### src/rtl/rxfsmslow_push.sv
// Receiver half of the slow 4-phase push synchronizer: syncs req, captures datai once per req phase.
// Optional macro RXSLOW_SYNC3_EN adds a third synchronizer flop in front of the FSM.
module rxfsmslow_push #(
  parameter int DW = 8
) (
  input  logic          clk,
  input  logic          reset,
  input  logic          req,
  input  logic [DW-1:0] datai,
  output logic          ack,
  output logic          rxe,
  output logic          valo,
  output logic [DW-1:0] datao,
  input  logic          rdy
);

`ifdef RXSLOW_SYNC3_EN
  localparam int SYNC_N = 3;
`else
  localparam int SYNC_N = 2;
`endif

  localparam logic [1:0] ST_RST  = 2'b00;
  localparam logic [1:0] ST_IDLE = 2'b01;
  localparam logic [1:0] ST_ACK  = 2'b10;

  logic [SYNC_N-1:0] sync_reg;
  logic [SYNC_N-1:0] sync_next;
  logic [1:0]        state_reg;
  logic [1:0]        state_next;
  logic              valo_reg;
  logic              valo_next;
  logic [DW-1:0]     datao_reg;
  logic [DW-1:0]     datao_next;
  logic              req_s;
  logic              buf_free;
  logic              capture;

  genvar gi;
  generate
    for (gi = 0; gi < SYNC_N; gi++) begin : g_sync
      if (gi == 0) begin : g_first
        assign sync_next[gi] = req;
      end else begin : g_chain
        assign sync_next[gi] = sync_reg[gi-1];
      end
    end
  endgenerate

  // Only the last synchronizer stage is safe to use in this domain.
  assign req_s    = sync_reg[SYNC_N-1];
  assign buf_free = ~valo_reg | rdy;
  assign capture  = (state_reg == ST_IDLE) & req_s & buf_free;

  always_comb begin
    state_next = ST_IDLE;
    case (state_reg)
      ST_RST:  state_next = ST_IDLE;
      ST_IDLE: state_next = capture ? ST_ACK : ST_IDLE;
      ST_ACK:  state_next = req_s ? ST_ACK : ST_IDLE;
      default: state_next = ST_IDLE;
    endcase
  end

  // A capture wins over a drain in the same cycle so the new word stays valid.
  always_comb begin
    valo_next  = valo_reg;
    datao_next = datao_reg;
    if (valo_reg && rdy) begin
      valo_next = 1'b0;
    end
    if (capture) begin
      valo_next  = 1'b1;
      datao_next = datai;
    end
  end

  always_ff @(posedge clk) begin
    if (reset) begin
      sync_reg  <= '0;
      state_reg <= ST_RST;
      valo_reg  <= 1'b0;
      datao_reg <= '0;
    end else begin
      sync_reg  <= sync_next;
      state_reg <= state_next;
      valo_reg  <= valo_next;
      datao_reg <= datao_next;
    end
  end

  assign ack   = (state_reg == ST_ACK);
  assign rxe   = (state_reg == ST_IDLE) || (state_reg == ST_ACK);
  assign valo  = valo_reg;
  assign datao = datao_reg;

endmodule

### config.mk
export PLATFORM = sky130hd
export DESIGN_NAME = rxfsmslow_push
export DESIGN_NICKNAME = d
export VERILOG_FILES = /design/src/rtl/rxfsmslow_push.sv
export SDC_FILE = /design/constraint.sdc
export NUM_CORES = 1
export LEC_CHECK = 0
export ABC_CLOCK_PERIOD_IN_PS = 1250
export BUFFER_PORTS_ARGS = -buffer_cell sky130_fd_sc_hd__buf_2
export CORE_ASPECT_RATIO = 1.2
export CORE_MARGIN = 4
export CORE_UTILIZATION = 25
export CTS_CLUSTER_DIAMETER = 100
export DETAILED_ROUTE_END_ITERATION = 10
export GPL_TIMING_DRIVEN = 0
export PLACE_DENSITY = 0.44
export SYNTH_ARGS = -nofsm -noshare
export SYNTH_HDL_FRONTEND = slang
export SYNTH_SLANG_ARGS = --single-unit
### constraint.sdc
create_clock -name clk -period 1.25 [get_ports clk]
set_input_delay 0.25 -clock clk [delete_from_list [all_inputs] [get_ports clk]]
set_output_delay 0.25 -clock clk [all_outputs]
set_load 0.02 [all_outputs]
==> results.py <==
metrics = {
    "sta": {
        "rsz0062_at_grt": "true",
        "finalHoldViolCount": 0,
        "fmax_ghz": 0.757,
        "period_minus_slack_ns": 1.32,
        "slew_headroom_pct": 72.1,
        "finalMaxSlewViolations": 0,
        "fin_ws_ns": -0.0713,
        "period_share_pct": 106,
        "tightest_slew_ns": 0.419,
        "setup_viol": 1,
        "skew_ns": 0.00546,
    },
    "power_and_ir_drop": {
        "p_sw_share_pct": 26.8,
        "seq_power_share_pct": 48.8,
        "pwr-share-clk_pct": 29.2,
        "power_leakage_uw": 0.000371,
        "p_sw_uw": 244,
        "ir_drop_uv": 688,
        "p_comb_share_pct": 22.0,
        "internal_power_uw": 667,
        "total_power_uw": 911,
        "p_per_area_mw_per_mm2": 1080,
    },
    "worst_setup_path": {
        "cp.arrival_ns": 1.07,
        "worstPathBufferInverterCount": 3,
        "cp_common_cell": "inv_2",
        "end_kind": "output port",
        "required_ns": 1.00,
        "crit_path_start": "state_reg[0]",
        "slowest_stage": "dfxtp_2",
        "reg2reg_from": "state_reg[0]",
        "crit_path_max_incr_delay_ns": 0.34,
        "crit_family": "flip-flops",
        "crit_fanout": 2,
        "crit_type": "register to output port",
        "startpoint_type": "register",
        "crit_chain": "inv_2 > ha_4 > inv_2 > buf_6",
    },
    "logic_synthesis": {
        "syn_nets": 72,
        "synth-seq-cells": 13,
        "synth.avg_cell_area_um2": 10.1,
        "syn_area_um2": 584,
        "synth_area_leader_cell": "dfxtp_1",
        "yosys.area.top_type_share_pct": 44.5,
        "synth_seq_area_share_pct": 44.5,
        "synth_cell_types": 16,
        "synth_area_leaders": "dfxtp_1, nand2b_1, mux2i_1",
        "syn_inst": 58,
        "synth_warnings": 0,
    },
    "routing": {
        "post-route-drc-count": 0,
        "dr_total_vias": 476,
        "drtIter0Drc": 3,
        "drt-vias-per-instance": 4.07,
        "drt_pre_antenna_iters": 4,
        "wl_per_cell_um": 10.6,
        "drt_wl_total_um": 1240,
        "antenna_left": 0,
    },
    "grt": {
        "antenna_found_initial": 0,
        "grt_max_degree": 11,
        "grt-ovfl-total": 0,
        "grt_pass1_wl_um": 1880,
        "grt_pass1_vias": 445,
        "track_usage_pct": 8.48,
    },
    "clock_network": {
        "clock_sink_count": 13,
        "root_buffer": "clkbuf_4",
        "cts.path.max_buffers": 2,
        "clk_pin_slew_worst_paths_ns": 0.08,
        "htree_levels": 1,
        "cts_tree": "done",
        "clock_latency_ns": 0.28,
        "ctsHoldBuffers": 0,
        "cts-buffers-inserted": 3,
    },
    "finish": {
        "final_common_cell": "buf_2",
        "n_antenna_cell": 0,
        "drive_gt1_share_pct": 44.8,
        "largest_reg_flops": 8,
        "area_growth_pct": 45.0,
        "final_cell_mix": "buf_2, nand2b_1, dfxtp_1",
        "post-route-util_pct": 39.6,
        "nNetsFinal": 102,
    },
    "placed_design": {
        "gp_congestion": 0.646,
        "dp_hpwl_um": 844,
        "port_buffers": 22,
    },
    "status": {
        "outcome": "finished, violations left",
        "failed_checks": "negative setup slack",
    },
    "floorplan": {
        "start_util_pct": 27.3,
        "core_mm2": 0.00214,
        "rows": 18,
        "dieArea_mm2": 0.00318,
        "die_x_um": 52.1,
        "io_pins": 23,
        "die_h_um": 61.0,
    },
    "min_path": {
        "min-delay-start": "req",
        "hold_class": "primary input to register",
    },
    "run": {
        "cap_violations": 0,
    },
}
## final timing paths
check                endpoint  depth (start not counted)  slack (ns)
setup / recovery          rxe                          4       -0.07
hold / removal    sync_reg[0]                          2        0.18
setup reg to reg     datao[4]                          6        0.04
hold reg to reg   sync_reg[1]                          1        0.44
## logic make-up (layout without fill, tap and decap cells)
kind of cell    after synthesis  count (layout)  share of synthesized area [%]
buf+inv                       7              36                           5.78
simple gates                 24              24                           27.6
flops                        13              13                           44.5
fa+ha+maj                     2               2                           4.28
mux                           8               8                           13.7
compound gates                4               4                           4.07
## stage by stage
step	instances	worst slack, ns	setup TNS (ns)	instance area, um2	hold slack, ns
2_1_floorplan	58	0.178	0	584	0.378
6_report	117	-0.0713	-0.0713	847	0.176
4_1_cts	116	-0.0727	-0.0727	800	0.169
3_5_place_dp	110	0.0597	0	732	0.427
3_3_place_gp	110	0.0674	0	732	0.420
5_1_grt	117	-0.111	-0.241	847	0.210
## Yosys cell counts, drive strengths merged
library cell  instances
a211oi                1
o22ai                 1
nand2b               18
a21oi                 2
nor2b                 3
nand2                 2
mux2i                 8
inv                   4
dfxtp                13
nand3                 1
clkbuf                2
ha                    2
buf                   1
## power by group through the flow
stage | Clock (uW) | Sequential [uW] | Combinational [uW]
4_1_cts | 279 | 444 | 181
6_report | 266 | 445 | 200
3_3_place_gp | 0 | 452 | 138
3_5_place_dp | 0 | 452 | 139
5_1_grt | 293 | 447 | 221
2_1_floorplan | 0 | 461 | 83.3
## area by class of cell
type / count / area [um2]
buffer: 3 / 22.5
clock buffer: 4 / 26.3
fill: 221 / 1290
inverter: 4 / 15.0
multi-input combinational: 38 / 320
sequential: 13 / 263
tap: 30 / 37.5
timing repair buffer: 25 / 163
## layer usage
| layer | GRT usage [%] | vias to the layer above | wire, um |
|---|---|---|---|
| li1 | - | 244 | - |
| met1 | 9.54 | 212 | 516 |
| met2 | 13.1 | 16 | 592 |
| met3 | 5.16 | 4 | 108 |
| met4 | 3.28 | 0 | 23 |
| met5 | 0 | - | 0 |
## what timing repair did
item | 4_1_cts | 5_1_grt
resized for setup | 8 | 6
endpoints found under the setup margin | 2 | 11
setup buffers | 2 | 0
cloned | 0 | 1
pin swaps | 1 | 2
endpoints found under the hold margin | 0 | 0
(Power assumes the default switching activity.)
